--- src/rtl/i2s_sample_packer.sv ---
// Packs I2S receive-FIFO samples into a 32-bit valid/ready output stream.
// Supports one sample per word or two 16-bit halves per word, with frame marking and idle flush.
module i2s_sample_packer #(
   parameter int FW = 8,
   parameter int TW = 16
) (
   input  logic          clk,
   input  logic          rst_n,
   input  logic          en,
   input  logic          pack_mode,
   input  logic [FW-1:0] frame_len,
   input  logic [TW-1:0] flush_timeout,
   input  logic          fifo_empty,
   input  logic [31:0]   fifo_rdata,
   output logic          fifo_rd,
   output logic          m_valid,
   input  logic          m_ready,
   output logic [31:0]   m_data,
   output logic          m_last,
   output logic          half_pending
);

   logic          m_valid_q, m_valid_d;
   logic [31:0]   m_data_q, m_data_d;
   logic          m_last_q, m_last_d;
   logic          half_pending_q, half_pending_d;
   logic [15:0]   half_q, half_d;
   logic [FW-1:0] cnt_q, cnt_d;
   logic [TW-1:0] idle_q, idle_d;

   logic          out_free;
   logic          accept;
   logic          pop;
   logic          load;
   logic [31:0]   load_data;

   // The first half of a pair never touches the output register, so it may pop under backpressure.
   assign out_free = ~m_valid_q | m_ready;
   assign accept   = (pack_mode & ~half_pending_q) ? 1'b1 : out_free;
   assign pop      = rst_n & en & ~fifo_empty & accept;

   assign fifo_rd      = pop;
   assign m_valid      = m_valid_q;
   assign m_data       = m_data_q;
   assign m_last       = m_last_q;
   assign half_pending = half_pending_q;

   always_comb begin
      m_valid_d      = m_valid_q;
      m_data_d       = m_data_q;
      m_last_d       = m_last_q;
      half_pending_d = half_pending_q;
      half_d         = half_q;
      cnt_d          = cnt_q;
      idle_d         = idle_q;
      load           = 1'b0;
      load_data      = '0;

      if (!en) begin
         half_pending_d = 1'b0;
         half_d         = '0;
         cnt_d          = '0;
         idle_d         = '0;
      end else if (!pack_mode) begin
         half_pending_d = 1'b0;
         half_d         = '0;
         idle_d         = '0;
         if (pop) begin
            load      = 1'b1;
            load_data = fifo_rdata;
         end
      end else if (pop) begin
         idle_d = '0;
         if (half_pending_q) begin
            load           = 1'b1;
            load_data      = {fifo_rdata[15:0], half_q};
            half_pending_d = 1'b0;
            half_d         = '0;
         end else begin
            half_d         = fifo_rdata[15:0];
            half_pending_d = 1'b1;
         end
      end else if (half_pending_q) begin
         // Once the timeout is reached the counter parks there until the output frees up.
         if ((flush_timeout != '0) && (idle_q == flush_timeout)) begin
            if (out_free) begin
               load           = 1'b1;
               load_data      = {16'h0000, half_q};
               half_pending_d = 1'b0;
               half_d         = '0;
               idle_d         = '0;
            end
         end else begin
            idle_d = idle_q + TW'(1);
         end
      end

      if (load) begin
         m_valid_d = 1'b1;
         m_data_d  = load_data;
         if (frame_len == '0) begin
            m_last_d = 1'b0;
            cnt_d    = '0;
         end else if (cnt_q == (frame_len - FW'(1))) begin
            m_last_d = 1'b1;
            cnt_d    = '0;
         end else begin
            m_last_d = 1'b0;
            cnt_d    = cnt_q + FW'(1);
         end
      end else if (m_ready) begin
         m_valid_d = 1'b0;
      end
   end

   always_ff @(posedge clk or negedge rst_n) begin
      if (!rst_n) begin
         m_valid_q      <= 1'b0;
         m_data_q       <= '0;
         m_last_q       <= 1'b0;
         half_pending_q <= 1'b0;
         half_q         <= '0;
         cnt_q          <= '0;
         idle_q         <= '0;
      end else begin
         m_valid_q      <= m_valid_d;
         m_data_q       <= m_data_d;
         m_last_q       <= m_last_d;
         half_pending_q <= half_pending_d;
         half_q         <= half_d;
         cnt_q          <= cnt_d;
         idle_q         <= idle_d;
      end
   end

endmodule

--- config.mk ---
export PLATFORM = sky130hd
export DESIGN_NAME = i2s_sample_packer
export DESIGN_NICKNAME = d
export VERILOG_FILES = /design/src/rtl/i2s_sample_packer.sv
export SDC_FILE = /design/constraint.sdc
export NUM_CORES = 1
export LEC_CHECK = 0
export CAP_MARGIN = 15
export CORE_ASPECT_RATIO = 1.2
export CORE_MARGIN = 10
export CORE_UTILIZATION = 30
export DETAILED_ROUTE_END_ITERATION = 6
export GPL_TIMING_DRIVEN = 0
export SKIP_CTS_REPAIR_TIMING = 1
export SYNTH_ARGS = -nofsm -noshare
export SYNTH_HDL_FRONTEND = slang
export SYNTH_SLANG_ARGS = --single-unit
--- constraint.sdc ---
create_clock -name clk -period 2.58 [get_ports clk]
set_clock_uncertainty 0.15 [all_clocks]
set_input_delay 0.516 -clock clk [delete_from_list [all_inputs] [get_ports clk]]
set_output_delay 0.516 -clock clk [all_outputs]
set_load 0.05 [all_outputs]
==> impl_metrics.py, run 1 <==
metrics = {
    "route": {
        "wl_um": 13600,
        "drtAntennaViolNets": 0,
        "drt_first_iter_violations": 241,
        "vias": 3887,
        "firstDrtPassIters": 4,
        "remaining_drc_errors": 0,
        "viasPerCell": 5.23,
        "wl_per_cell_um": 18.4,
    },
    "sta": {
        "setup_viol": 0,
        "slew_violations": 0,
        "timing.final.ws_setup_ps": 2.65,
        "timing.hold.ws_ps": 18.6,
        "max_freq_mhz": 388,
        "period_needed_ps": 2580,
        "tightest_slew_ps": 866,
        "fin_setup_tns_ps": 0,
        "rsz0062_at_grt": "yes",
        "finalHoldViolations": 0,
        "period_share": 0.999,
        "slew-limit-headroom": 0.421,
    },
    "worst_setup_path": {
        "critPathLaunch": "m_ready",
        "cp-end-kind": "output pin",
        "required_ps": 1910,
        "reg2reg_depth": 9,
        "r2r-start": "idle_q[10]",
        "crit_type": "input pin to output pin",
        "critPathArrivalTime_ps": 1910,
        "reg2reg_setup_slack_ps": 160,
        "critPathLaunchType": "input pin",
        "crit_end": "fifo_rd",
        "r2r-end": "half_q[6]",
        "worstPathMaxFanout": 10,
    },
    "global_routing": {
        "grt_max_degree": 54,
        "overflow": 0,
        "grt_pass1_vias": 3936,
        "antenna_found_initial": 0,
        "grtUsageTotal": 0.133,
        "grt_pass1_wl_um": 21300,
    },
    "outcome": {
        "status": "completed",
    },
    "die": {
        "die-area_mm2": 0.0199,
        "die_h_um": 152,
        "die_w_um": 130,
        "start_util": 0.305,
        "fp.coreArea_mm2": 0.0144,
        "num_rows": 48,
        "io_pins": 98,
    },
    "clock_network": {
        "clkSlewWorstSetupHoldPaths_ps": 60,
        "worstSkewPairLatency_ps": 330,
        "cts_max_level": 3,
        "ctsRootBufferMaster": "clkbuf_16",
        "cts_max_path_buffers": 2,
        "numCtsBuffers": 9,
        "cts_tree": "built",
        "cts_sinks": 75,
    },
    "placed_design": {
        "pre_cts_ws_ps": -1300,
        "hpwl_um": 10200,
        "io_buffers": 97,
        "globalplace.congestion": 0.893,
        "dp.cells": 711,
    },
    "layout": {
        "final-instance-count-excl-fill": 743,
        "fill_cells": 1375,
        "layout-drive-gt1-share": 0.187,
        "antennaDiodeCount": 0,
        "syn_to_final_growth_pct": 43.7,
        "num-nets-final": 630,
    },
    "yosys": {
        "async_reset_ff_frac": 1.00,
        "yosysTopAreaCell": "dfrtp_1",
        "syn_area_mm2": 0.00438,
        "syn_inst": 438,
        "ys_seq_area_frac": 0.428,
        "yosysWarnings": 0,
        "avgSynthCellArea_um2": 10.0,
        "synth_nets": 504,
        "yosysTopAreaCellShare": 0.428,
        "synthFlopType": "dfrtp_1",
        "synth-seq-cells": 75,
        "yosysUniqueCellTypes": 57,
        "synth_edf_count": 0,
        "synth_area_leaders": "dfrtp_1 43%, mux2_4 6.2%, a22o_1 4.0%",
    },
    "power": {
        "power_uw": 3340,
        "power.density_mw_per_mm2": 529,
        "total_leakage_power_uw": 0.00278,
        "ir_drop_uv": 345,
    },
    "hold_path": {
        "hold_class": "input pin to asynchronous set/reset pin",
    },
    "job": {
        "timing.max_cap.violations": 0,
    },
}
==> layout make-up <==
| type | count | area, um^2 | share of cell area |
|---|---|---|---|
| plain buffers | 20 | 158 | 0.0250 |
| clock buffers | 13 | 260 | 0.0413 |
| clock inverters | 2 | 35.0 | 0.00556 |
| inverters | 18 | 67.6 | 0.0107 |
| multi-input cells | 322 | 2440 | 0.387 |
| flip-flops and latches | 75 | 1880 | 0.298 |
| well taps | 175 | 219 | 0.0347 |
| repair buffers | 118 | 1250 | 0.198 |
==> metal layers <==
layer | vias up | share of wire | global-route usage
li1 | 1864 | - | -
met1 | 1907 | 0.42 | 0.164
met2 | 100 | 0.50 | 0.219
met3 | 16 | 0.060 | 0.0376
met4 | 0 | 0.019 | 0.0382
met5 | - | 0 | 0
==> layout by cell type, fill, tap and decap left out, types with 8 or more instances in the layout <==
cell type	count
nor2_1	10
nor2b_1	16
a21oi_1	18
nor4_2	10
and3_1	9
nand3_1	26
inv_1	17
nand2_1	30
o2bb2ai_1	13
xnor2_1	9
clkbuf_16	10
buf_4	18
dfrtp_1	75
a22o_1	20
nand4_1	8
o21ai_0	25
dlymetal6s2s_1	14
clkdlybuf4s50_1	81
xor2_1	18
mux2_4	18
==> through the flow <==
step	utilization	area [um^2]
floorplan	-	4380
global placement	0.388	5570
detailed placement	0.390	5600
CTS	0.411	5890
global route	0.439	6300
finish	0.439	6300
==> synth_stat cells (5+ instances only) <==
library cell and count:
o22ai_1 5, a22o_1 20, nor2b_1 17, mux2_2 5, buf_6 7, nand3_1 27, nand2b_1 7, or3_1 8
a21oi_1 21, o21ai_0 25, a32o_1 6, inv_1 17, xor2_1 18, and3_1 10, nand4_1 8, dfrtp_1 75
clkbuf_1 8, nor4_1 7, nor2_1 11, o2bb2ai_1 13, nand2_1 31, mux2_4 18, xnor2_1 9
==> report_power, final <==
part           switching, uW  internal (uW)  total [uW]
clock network            454            795        1250
logic                    458            338         796
registers               44.7           1250        1290
==> logic make-up after synthesis <==
kind of cell	count (synthesis)	synth area share
AOI/OAI and AO/OA	118	0.189
xor gates and xnor gates	27	0.0539
adders and majority gates	4	0.0114
buffers and inverters	41	0.0488
DFF	75	0.428
muxes	25	0.0791
and+or+nand+nor	148	0.189
==> flip-flops by register name (all words and copies together) (netlist names) <==
name and cells:
m_valid 1, m_last 1, m_data 32, idle_q 16
cnt_q 8, half_pending 1, half_q 16
==> worst min path at each step <==
stage,cells after the start,end,startpoint
4_1_cts,1,idle_q[13],rst_n
5_1_grt,2,idle_q[3],rst_n
3_5_place_dp,1,idle_q[15],rst_n
3_3_place_gp,1,m_data[23],m_data[23]
2_1_floorplan,0,cnt_q[0],rst_n
6_report,2,idle_q[3],rst_n
==> critical path, cell delays in order <==
cell,delay (ps)
clkdlybuf4s50_1,480
nand2b_4,200
o211ai_1,270
inv_2,100
buf_4,180
buf_6,160
(Power assumes the default switching activity.)
==> run 2, diff against run 1 <==
- CTS_CLUSTER_DIAMETER: unset -> 30
- TNS_END_PERCENT: unset -> 1
==> run 2 against run 1 <==
Effect of this change:
- final cell count down 0.40%
- die area unchanged
- fmax up 2.4%
==> impl_metrics.py, run 2 (synthesized netlist as in run 1, its figures left out) <==
metrics = {
    "placed_design": {
        "io_buffers": 97,
        "place_area_mm2": 0.00560,
        "hpwl_um": 10200,
        "pre_cts_ws_ps": -1300,
        "globalplace.congestion": 0.893,
    },
    "clock_network": {
        "numCtsBuffers": 9,
        "worstSkewPairLatency_ps": 330,
        "clkSlewWorstSetupHoldPaths_ps": 60,
        "cts_tree": "built",
        "ctsRootBufferMaster": "clkbuf_16",
        "cts_max_path_buffers": 2,
        "cts_max_level": 3,
        "cts_sinks": 75,
    },
    "route": {
        "viasPerCell": 5.23,
        "drt_first_iter_violations": 231,
        "drtAntennaViolNets": 0,
        "wl_per_cell_um": 18.0,
        "remaining_drc_errors": 0,
        "firstDrtPassIters": 4,
        "vias": 3867,
        "wl_um": 13300,
    },
    "layout": {
        "final_cell_mix": "82 x clkdlybuf4s50_1, 75 x dfrtp_1, 30 x nand2_1, 26 x nand3_1, 25 x o21ai_0",
        "largest_reg_flops": 32,
        "layout_commonest_cell": "clkdlybuf4s50_1",
        "final_area_mm2": 0.00625,
        "antennaDiodeCount": 0,
        "syn_to_final_growth_pct": 42.7,
        "num-nets-final": 627,
        "layout-drive-gt1-share": 0.175,
    },
    "sta": {
        "period_share": 0.976,
        "fin_setup_tns_ps": 0,
        "max_freq_mhz": 397,
        "tightest_slew_ps": 564,
        "setup_viol": 0,
        "finalHoldViolations": 0,
        "rsz0062_at_grt": "yes",
        "slew_violations": 0,
        "timing.hold.ws_ps": 0.868,
        "slew-limit-headroom": 0.623,
        "period_needed_ps": 2520,
        "timing.final.ws_setup_ps": 62.4,
    },
    "worst_setup_path": {
        "cp-end-kind": "flop",
        "path_buf_inv": 2,
        "slowest_stage": "or4_4",
        "required_ps": 2690,
        "critPathArrivalTime_ps": 2630,
        "crit_type": "input pin to flop",
        "crit_family": "simple AND/OR/NAND/NOR gates",
        "critPathLaunchType": "input pin",
        "crit_path_max_incr_delay_ps": 480,
        "worstPathMaxFanout": 8,
        "crit_chain": "clkdlybuf4s50_1 > nor4_2 > nand4_1 > and3_1 > buf_6 > a31o_4 > or4_4 > a21oi_2",
    },
    "outcome": {
        "status": "completed",
    },
    "die": {
        "die_h_um": 152,
        "num_rows": 48,
        "io_pins": 98,
        "start_util": 0.305,
        "fp.coreArea_mm2": 0.0144,
        "die_w_um": 130,
        "die-area_mm2": 0.0199,
    },
    "global_routing": {
        "grt_pass1_wl_um": 21300,
        "antenna_found_initial": 0,
        "grtUsageTotal": 0.133,
        "grt_max_degree": 54,
        "overflow": 0,
        "grt_pass1_vias": 3936,
    },
    "job": {
        "timing.max_cap.violations": 0,
    },
    "power": {
        "ir_drop_uv": 342,
        "netSwitchingPower_uw": 952,
        "total_leakage_power_uw": 0.00276,
        "power_frac_seq": 0.388,
        "power_uw": 3330,
        "pwr-share-comb": 0.237,
        "clock_power_share": 0.375,
        "power.density_mw_per_mm2": 532,
        "p_sw_frac": 0.286,
        "power.internal_uw": 2380,
    },
    "hold_path": {
        "hold_class": "input pin to asynchronous set/reset pin",
    },
}
==> run 2: changes by cell type in the layout (fill, tap and decap cells not counted), sizes merged <==
cell           delta
buf               -3
clkdlybuf4s50     +1
clkbuf            +2
dlygate4sd3       -2
dlymetal6s2s      -1
==> run 2: power by group through the flow <==
stage               clock network [uW]  logic [uW]  registers (uW)
floorplan                            0         199            1530
global placement                     0         746            1310
detailed placement                   0         756            1310
CTS                               1280         760            1290
global route                      1340         835            1300
finish                            1250         789            1290
==> run 2: cell type report <==
type | instances | area, um^2
plain buffers | 22 | 179
clock buffers | 13 | 260
clock inverters | 2 | 35.0
fillers | 1374 | 8100
inverters | 18 | 67.6
multi-input cells | 322 | 2410
flip-flops and latches | 75 | 1880
well taps | 175 | 219
repair buffers | 113 | 1210
==> run 2: worst paths after layout <==
check	start	end	slack, ps	depth (start not counted)
setup / recovery	flush_timeout[13]	idle_q[12]	60	8
min in group clk	m_data[28]	m_data[28]	340	1
hold reg to reg	m_data[28]	m_data[28]	340	1
setup reg to reg	idle_q[10]	half_q[6]	170	9
hold / removal	rst_n	idle_q[3]	0.9	2
max in group asynchronous	rst_n	m_data[5]	2040	3
==> run 2: worst reg2reg max path: cells and delay by family (launching register included) <==
kind | cells | cell delay, ps
flip-flops | 1 | 350
buffers and inverters | 3 | 440
XOR/XNOR | 1 | 180
AO/OA/AOI/OAI | 2 | 470
AND/OR/NAND/NOR | 3 | 700
==> run 2: per-stage QoR <==
step / std cells / utilization
6_report: 740 / 0.436
5_1_grt: 740 / 0.436
4_1_cts: 726 / 0.411
3_5_place_dp: 711 / 0.390
3_3_place_gp: 710 / 0.388
2_1_floorplan: 438 / -
==> run 2: metal layers <==
layer  part of all wire  up-vias  global-route usage  wire length (um)
met4              0.019        0              0.0382               259
met1               0.41     1889               0.164              5440
met3              0.068       16              0.0376               901
li1                   -     1859                   -                 -
met5                  0        -                   0                 0
met2               0.51      103               0.219              6740
==> run 3, diff against run 2 <==
- CAP_MARGIN: 15 -> 25
- CORE_UTILIZATION: 30 -> 51
- CTS_CLUSTER_SIZE: unset -> 12
- PLACE_DENSITY: unset -> 0.81
==> run 3 against run 2 <==
Effect of this change:
- setup slack worse by 50 ps
- via count is 0.10% higher
- clock-buffer cell count is 2 lower
- largest cell class unchanged
==> impl_metrics.py, run 3 (synthesized netlist as in run 1, its figures left out) <==
metrics = {
    "sta": {
        "slew_violations": 0,
        "tightest_slew_ps": 1090,
        "slew-limit-headroom": 0.269,
        "max_freq_mhz": 389,
        "period_needed_ps": 2570,
        "setup_viol": 0,
        "finalHoldViolations": 0,
        "rsz0062_at_grt": "yes",
        "period_share": 0.995,
    },
    "layout": {
        "num-nets-final": 619,
        "final_cell_mix": "93 x clkdlybuf4s50_1, 75 x dfrtp_1, 31 x nand2_1, 27 x nand3_1, 25 x o21ai_0",
        "layout_commonest_cell": "clkdlybuf4s50_1",
        "largest_reg_flops": 32,
        "antennaDiodeCount": 0,
        "fill_cells": 675,
        "final_util": 0.697,
        "layout-drive-gt1-share": 0.147,
        "syn_to_final_growth_pct": 34.6,
    },
    "clock_network": {
        "cts_sinks": 75,
        "worstSkewPairLatency_ps": 360,
        "numCtsBuffers": 9,
        "cts_max_path_buffers": 2,
        "cts_max_level": 3,
        "ctsRootBufferMaster": "clkbuf_8",
        "cts_tree": "built",
        "clkSlewWorstSetupHoldPaths_ps": 80,
    },
    "worst_setup_path": {
        "critPathLaunchType": "input pin",
        "worstPathMaxFanout": 10,
        "crit_path_max_incr_delay_ps": 440,
        "crit_type": "input pin to flop",
        "crit_chain": "clkdlybuf4s50_1 > xor2_1 > nor4_2 > nand3_1 > nor3_4 > nor2_4 > buf_6 > mux2_4",
        "cp-end-kind": "flop",
        "slowest_stage": "clkdlybuf4s50_1",
        "required_ps": 2680,
        "critPathArrivalTime_ps": 2660,
    },
    "power": {
        "total_leakage_power_uw": 0.00255,
        "power.density_mw_per_mm2": 521,
        "power_uw": 3070,
        "ir_drop_uv": 470,
    },
    "die": {
        "num_rows": 37,
        "die_w_um": 105,
        "die-area_mm2": 0.0127,
        "fp.coreArea_mm2": 0.00847,
        "io_pins": 98,
        "start_util": 0.518,
        "die_h_um": 122,
    },
    "placed_design": {
        "io_buffers": 97,
        "hpwl_um": 9100,
        "globalplace.congestion": 0.869,
    },
    "global_routing": {
        "grt_pass1_vias": 3880,
        "grtUsageMet1": 0.219,
        "grt_pass1_wl_um": 19400,
        "gr-max-usage-layer": "met2",
        "grt_max_degree": 56,
        "grtUsageTotal": 0.186,
        "grtUsageMet3": 0.0539,
        "grt_util_met2": 0.326,
        "antenna_found_initial": 0,
        "overflow": 0,
    },
    "route": {
        "vias": 3871,
        "wl_um": 12200,
        "drtAntennaViolNets": 0,
        "viasPerCell": 5.73,
        "wl_per_cell_um": 18.1,
        "remaining_drc_errors": 0,
        "drt_first_iter_violations": 170,
        "firstDrtPassIters": 5,
    },
    "hold_path": {
        "hold_class": "input pin to asynchronous set/reset pin",
    },
    "job": {
        "timing.max_cap.violations": 0,
    },
    "outcome": {
        "status": "completed",
    },
}
==> run 3: final cells by class <==
| cell class | count | area, um^2 | area share |
|---|---|---|---|
| Buffer | 21 | 144 | 0.0244 |
| Clock buffer | 11 | 141 | 0.0240 |
| Clock inverter | 5 | 85.1 | 0.0144 |
| Inverter | 18 | 81.3 | 0.0138 |
| Multi-Input combinational cell | 322 | 2370 | 0.401 |
| Sequential cell | 75 | 1880 | 0.318 |
| Tap cell | 117 | 146 | 0.0248 |
| Timing Repair Buffer | 106 | 1060 | 0.180 |
==> run 3: layer usage <==
metal / routed length (um) / share of wire / vias to the layer above
met5: 0 / 0 / -
met3: 611 / 0.050 / 16
met2: 6360 / 0.52 / 113
met1: 5070 / 0.41 / 1905
met4: 184 / 0.015 / 0
li1: - / - / 1837
==> run 3: worst paths after layout <==
check,startpoint,to,slack [ps],depth (start not counted)
max,flush_timeout[0],m_last,10,8
min,rst_n,idle_q[15],20,2
max reg2reg,half_pending,m_last,130,8
min reg2reg,m_data[24],m_data[24],350,1
max in group asynchronous,rst_n,cnt_q[7],940,2
min in group clk,m_data[24],m_data[24],350,1
==> run 3: where the power goes <==
part	total [uW]	internal, uW	leakage, uW	switching, uW
clock	1030	576	0.000110	455
combinational	755	319	0.00141	437
sequential	1290	1240	0.00102	42.0
total	3070	2140	0.00255	934
==> run 3: metrics by stage <==
stage / hold WS (ps) / setup TNS [ps] / setup slack (ps) / std cells / cell area, um^2
after detailed placement: 291 / -28780 / -1220 / 653 / 5530
after CTS: -101 / -4330 / -1220 / 669 / 5750
after floorplan: 70.4 / 0 / 38.1 / 438 / 4380
after global placement: 323 / -338550 / -3700 / 652 / 5500
after global routing: 29.1 / -817 / -73.1 / 675 / 5900
final: 20.4 / 0 / 12.2 / 675 / 5900
==> run 3: worst max-delay path, delay by kind of cell <==
kind,cells,cell delay (ps)
XOR/XNOR,1,180
buffers and inverters,2,640
AND/OR/NAND/NOR,4,1020
multiplexers,1,300
==> variant 1 (config.mk and constraints of run 1) <==
Add an input register stage for `pack_mode`; this delays it by one clock. The other inputs are not delayed to match.
--- a/src/rtl/i2s_sample_packer.sv
+++ b/src/rtl/i2s_sample_packer.sv
@@ -22,2 +22,8 @@
 
+   logic pack_mode_q;
+
+   always_ff @(posedge clk) begin
+      pack_mode_q <= pack_mode;
+   end
+
    logic          m_valid_q, m_valid_d;
@@ -38,3 +44,3 @@
    assign out_free = ~m_valid_q | m_ready;
-   assign accept   = (pack_mode & ~half_pending_q) ? 1'b1 : out_free;
+   assign accept   = (pack_mode_q & ~half_pending_q) ? 1'b1 : out_free;
    assign pop      = rst_n & en & ~fifo_empty & accept;
@@ -63,3 +69,3 @@
          idle_d         = '0;
-      end else if (!pack_mode) begin
+      end else if (!pack_mode_q) begin
          half_pending_d = 1'b0;
Function: changed (a bounded check fails within 4 cycles, from zero or initial values and one cycle with rst_n low).
==> variant 1 against run 1 <==
- clock power fell by 3%
- setup slack got worse by 0.0011 ns
- final area fell by 5.0%
- area after synthesis fell by 6.1%
- critical path depth rose by 3
- total power rose by 11%
- sequential cell count rose by 1
- wire length fell by 2.5%
- critical endpoint is now idle_q[15]$_DFFE_PN0P_
- largest cell class unchanged
==> variant 1: results (changes against run 1) <==
* Status: finished clean
* Drt pass-1 iters at 4 (unchanged)
* Fraction of registers with async set/reset at 0.987 (-0.0132)
* First-pass GRT wire length at 20,400 um (-4.2%)
* DR WL/cell at 18.8 um (+2.5%)
* Vias in the first global route at 3,824 (-2.8%)
* Netlist cell types at 58 (+1.8%)
* Final count of hold timing violations at 0 (unchanged)
* Peak supply drop at 0.000345 V (about the same)
* Max reg flops at 32 (unchanged)
* Crit path largest cell delay at 0.47 ns
* GRT Total Usage at 0.134 (+0.00121)
* Worst slew pin tran at 0.771 ns (-0.0944 ns)
* Crit path DAT at 2.70 ns (+0.79 ns)
* Setup Slack @ Placement at -1.03 ns (+0.271 ns)
* Placed inst area at 5330 sq um (-4.9%)
* Worst Hold Class: input port to async pin
* Worst skew pair latency at between 0.3 and 0.4 ns
* Setup crit start: flush_timeout[8]
* Register area share after synthesis at 0.461 (+0.0324)
* Slowest CP cell: clkdlybuf4s50_1
* Net Sw Frac at 0.341 (+0.0542)
* Ys Warns at 0 (unchanged)
* Top cells by area, synth: dfrtp_1 (46%), a22o_1 (6.6%), xor2_1 (4.7%), nand2_1 (3.5%), o21ai_0 (3.3%)
* Nets@finish at 600 (-4.8%)
* Fill count at 1,272 (-7.5%)
* I/O Buffers at 97 (unchanged)
* Largest net degree at the start of global routing at 61 (+13%)
* FF-to-FF Start: half_pending$_DFF_PN0_
* CTS root buf: clkbuf_16
* Vias per std cell at 5.32 (+1.6%)
* CTS clk-pin slew, worst paths at 0.06 ns (about the same)
* Worst-path fanout max at 9 (-1)
* DP Wirelength at 9910 um (-2.5%)
* H-tree levels at 3 (unchanged)
* Number of DRC markers in iteration 0 at 219 (-9.1%)
* Synth Flop Type: dfrtp_1
* Layout cells sized above 1 at 0.139 (-0.0475)
* Pleak at 0.00278 uW (about the same)
* Antenna violations before repair at 0 (unchanged)
* Mapped Nets at 477 (-5.4%)
* Commonest cells in the netlist: dfrtp_1 (75), nand2_1 (38), a22o_1 (31)
* CTS max path bufs at 2 (unchanged)
* Gpl congestion at 0.855 (-4.2%)
* Total CTS buffers at 9 (unchanged)
* # diodes at 0 (unchanged)
==> variant 1: cell count changes after synthesis, sizes merged, moves of 6 or more <==
cell,delta
o2bb2ai,-11
mux2,-22
a21oi,-13
a22o,+11
nor2b,-8
nand2,+6
a21o,+14
inv,-7
nand3,-10
a22oi,+9
==> variant 1: metal layers <==
metal	vias to the layer above	wire length (um)	GRT usage
li1	1797	-	-
met4	0	340	0.0593
met5	-	0	0
met2	74	6950	0.230
met3	19	478	0.0299
met1	1869	5530	0.156
==> variant 1: cells by family after synthesis <==
family,count (synthesis),synth area share
AO/OA/AOI/OAI,138,0.252
XOR/XNOR,26,0.0553
adder cells (fa/ha/maj),4,0.0122
buffers and inverters,35,0.0398
flip-flops,76,0.461
multiplexers,2,0.00516
AND/OR/NAND/NOR,130,0.176
==> variant 1: path summary, 6_finish.rpt <==
kind / to / slack (ns) / cells after the start
max: idle_q[15]$_DFFE_PN0P_ / 0.002 / 9
min: half_q[1]$_DFFE_PN0P_ / 0.006 / 2
max reg2reg: m_data[8]$_DFFE_PN0P_ / 0.15 / 8
min reg2reg: m_data[5]$_DFFE_PN0P_ / 0.33 / 1
max in group asynchronous: half_q[5]$_DFFE_PN0P_ / 1.12 / 2
min in group clk: m_data[5]$_DFFE_PN0P_ / 0.33 / 1
==> variant 1: layout make-up <==
type | instances | area share
well taps | 168 | 0.0351
repair buffers | 112 | 0.198
multi-input cells | 300 | 0.370
flip-flops and latches | 76 | 0.317
clock inverters | 5 | 0.00585
plain buffers | 24 | 0.0244
inverters | 11 | 0.00731
clock buffers | 11 | 0.0422
==> variant 1: worst max-delay path: cells and delay by family <==
| family | cells | cell delay, ns |
|---|---|---|
| buf+inv | 3 | 0.76 |
| compound gates | 1 | 0.23 |
| simple gates | 5 | 1.18 |
==> variant 1: per-stage QoR <==
step | cells | utilization | hold WS, ns | TNS, ns
2_1_floorplan | 411 | - | 0.0704 | 0
3_3_place_gp | 676 | 0.397 | 0.308 | -367.34
3_5_place_dp | 677 | 0.399 | 0.261 | -44.91
4_1_cts | 693 | 0.420 | -0.0986 | -19.55
5_1_grt | 707 | 0.449 | 0.0123 | -0.263
6_report | 707 | 0.449 | 0.00614 | 0
==> variant 1: power groups by stage <==
stage,Combinational [uW],Sequential (uW),Clock (uW)
finish,1110,1380,1210
global placement,1070,1400,0
global route,1170,1390,1290
floorplan,220,1800,0
CTS,1090,1380,1240
detailed placement,1080,1400,0
==> variant 2 (settings of run 1) <==
Without the edit above. Set the parameter `TW` to 17 (it was 16).
--- a/src/rtl/i2s_sample_packer.sv
+++ b/src/rtl/i2s_sample_packer.sv
@@ -4,3 +4,3 @@
    parameter int FW = 8,
-   parameter int TW = 16
+   parameter int TW = 17
 ) (
Interface: changed (resized flush_timeout); port bits go from 98 to 99. The function was not compared with the original's and may differ.
==> variant 2 against run 1 <==
- sequential cell count grew 1
- die area is 0.54% lower
- wire length up 7.8%
- final area is 5.3% higher
- setup slack gained 0.0065 ns
- area after synthesis down 0.63%
- total power increased by 3.1%
- combinational power rose by 4.5%
- critical endpoint is now m_data[8]$_DFFE_PN0P_
- largest cell class unchanged
- highest routed layer unchanged
==> variant 2: results (changes against run 1) <==
* Status: finished clean
* Worst-path fanout max at 8 (-2)
* Drt pass-1 iters at 5 (+1)
* Total number of vias at 4,202 (+8.1%)
* Flop-to-flop setup slack at 0.009 ns (-0.15 ns)
* R2r worst-path depth at 9 (unchanged)
* Antenna violations before repair at 1 (+1)
* Number of DRC markers in iteration 0 at 191 (-21%)
* CP top delay family: simple AND/OR/NAND/NOR gates
* Crit path DAT at 2.65 ns (+0.74 ns)
* Mapped Nets at 504 (unchanged)
* Commonest cells in the netlist: dfrtp_1 (76), nand2_1 (27), o21ai_0 (26)
* Final Cycle Share at 0.996 (-0.00250)
* Nets@finish at 652 (+3.5%)
* CTS max path bufs at 2 (unchanged)
* Pleak at 0.00292 uW (+4.9%)
* Crit path largest cell delay at 0.46 ns (-0.02 ns)
* First-pass GRT wire length at 22,200 um (+4.2%)
* Largest net degree at the start of global routing at 52 (-3.7%)
* Final std cells w/o fill at 766 (+3.1%)
* Gate Count Post-Synth at 437 (-0.23%)
* CTS root buf: clkbuf_16
* Reg2reg end: m_data[8]$_DFFE_PN0P_
* Register area share after synthesis at 0.437 (+0.00845)
* GRT Total Usage at 0.138 (+0.00484)
* Slowest CP cell: dfrtp_2
* Netlist cell types at 59 (+3.5%)
* Top cells by area, synth: dfrtp_1 (44%), xor2_1 (3.8%), a32o_1 (3.7%), a22o_1 (3.6%), mux2_1 (3.4%)
* Routed wire length at 14,700 um (+7.8%)
* Worst setup EP type: flip-flop
* Slew HR at 0.504 (+0.0828)
* Post-Place Cells at 711 (unchanged)
* Layout cells sized above 1 at 0.217 (+0.0303)
* Setup crit start: idle_q[11]$_DFFE_PN0P_
* DP Wirelength at 10,300 um (+1.0%)
* H-tree levels at 3 (unchanged)
* Placed inst area at 5580 sq um (-0.29%)
* Peak supply drop at 0.000317 V (-8.2%)
* Setup Slack @ Placement at -1.78 ns (-0.480 ns)
* Synth Flop Type: dfrtp_1
* Gpl congestion at 0.837 (-6.3%)
* I/O Buffers at 98 (+1.0%)
variant 2: area by class of cell:
class	instances	area, sq um
antenna	1	2.50
buffer	23	153
clock buffer	10	229
clock inverter	6	71.3
fill	1349	7660
inverter	17	63.8
multi-input combinational	320	2520
sequential	76	1910
tap	175	219
timing repair buffer	138	1470
variant 2: per-layer routing:
metal  global-route usage  share of wire  wire length [um]
met4               0.0392          0.015               214
met3               0.0508          0.082              1200
met2                0.225           0.48              7080
met1                0.165           0.42              6200
met5                    0              0                 0
variant 2: how the worst min path moves through the flow:
stage                                     start                      to  slack (ns)
after global placement    m_data[9]$_DFFE_PN0P_   m_data[9]$_DFFE_PN0P_        0.32
after floorplan                           rst_n    cnt_q[0]$_DFFE_PN0P_        0.07
after global routing                      rst_n  m_data[11]$_DFFE_PN0P_        0.03
after detailed placement                  rst_n  m_data[11]$_DFFE_PN0P_        0.32
after CTS                                 rst_n  m_data[11]$_DFFE_PN0P_       -0.05
final                                     rst_n  m_data[11]$_DFFE_PN0P_        0.03
variant 2: worst min-delay path: stages:
cell and delay, ns:
buf_12 0.09, buf_12 0.09, buf_12 0.17
variant 2: report_power, final:
group / switching (uW) / total [uW] / internal (uW)
Sequential: 48.6 / 1310 / 1260
Combinational: 498 / 832 / 333
Clock: 535 / 1290 / 758
variant 2: cell families after synthesis:
family / count (synthesis) / synth area share
compound gates: 134 / 0.225
xor+xnor: 24 / 0.0482
fa+ha+maj: 4 / 0.0115
buf+inv: 41 / 0.0416
flops: 76 / 0.437
mux: 23 / 0.0612
simple gates: 135 / 0.175
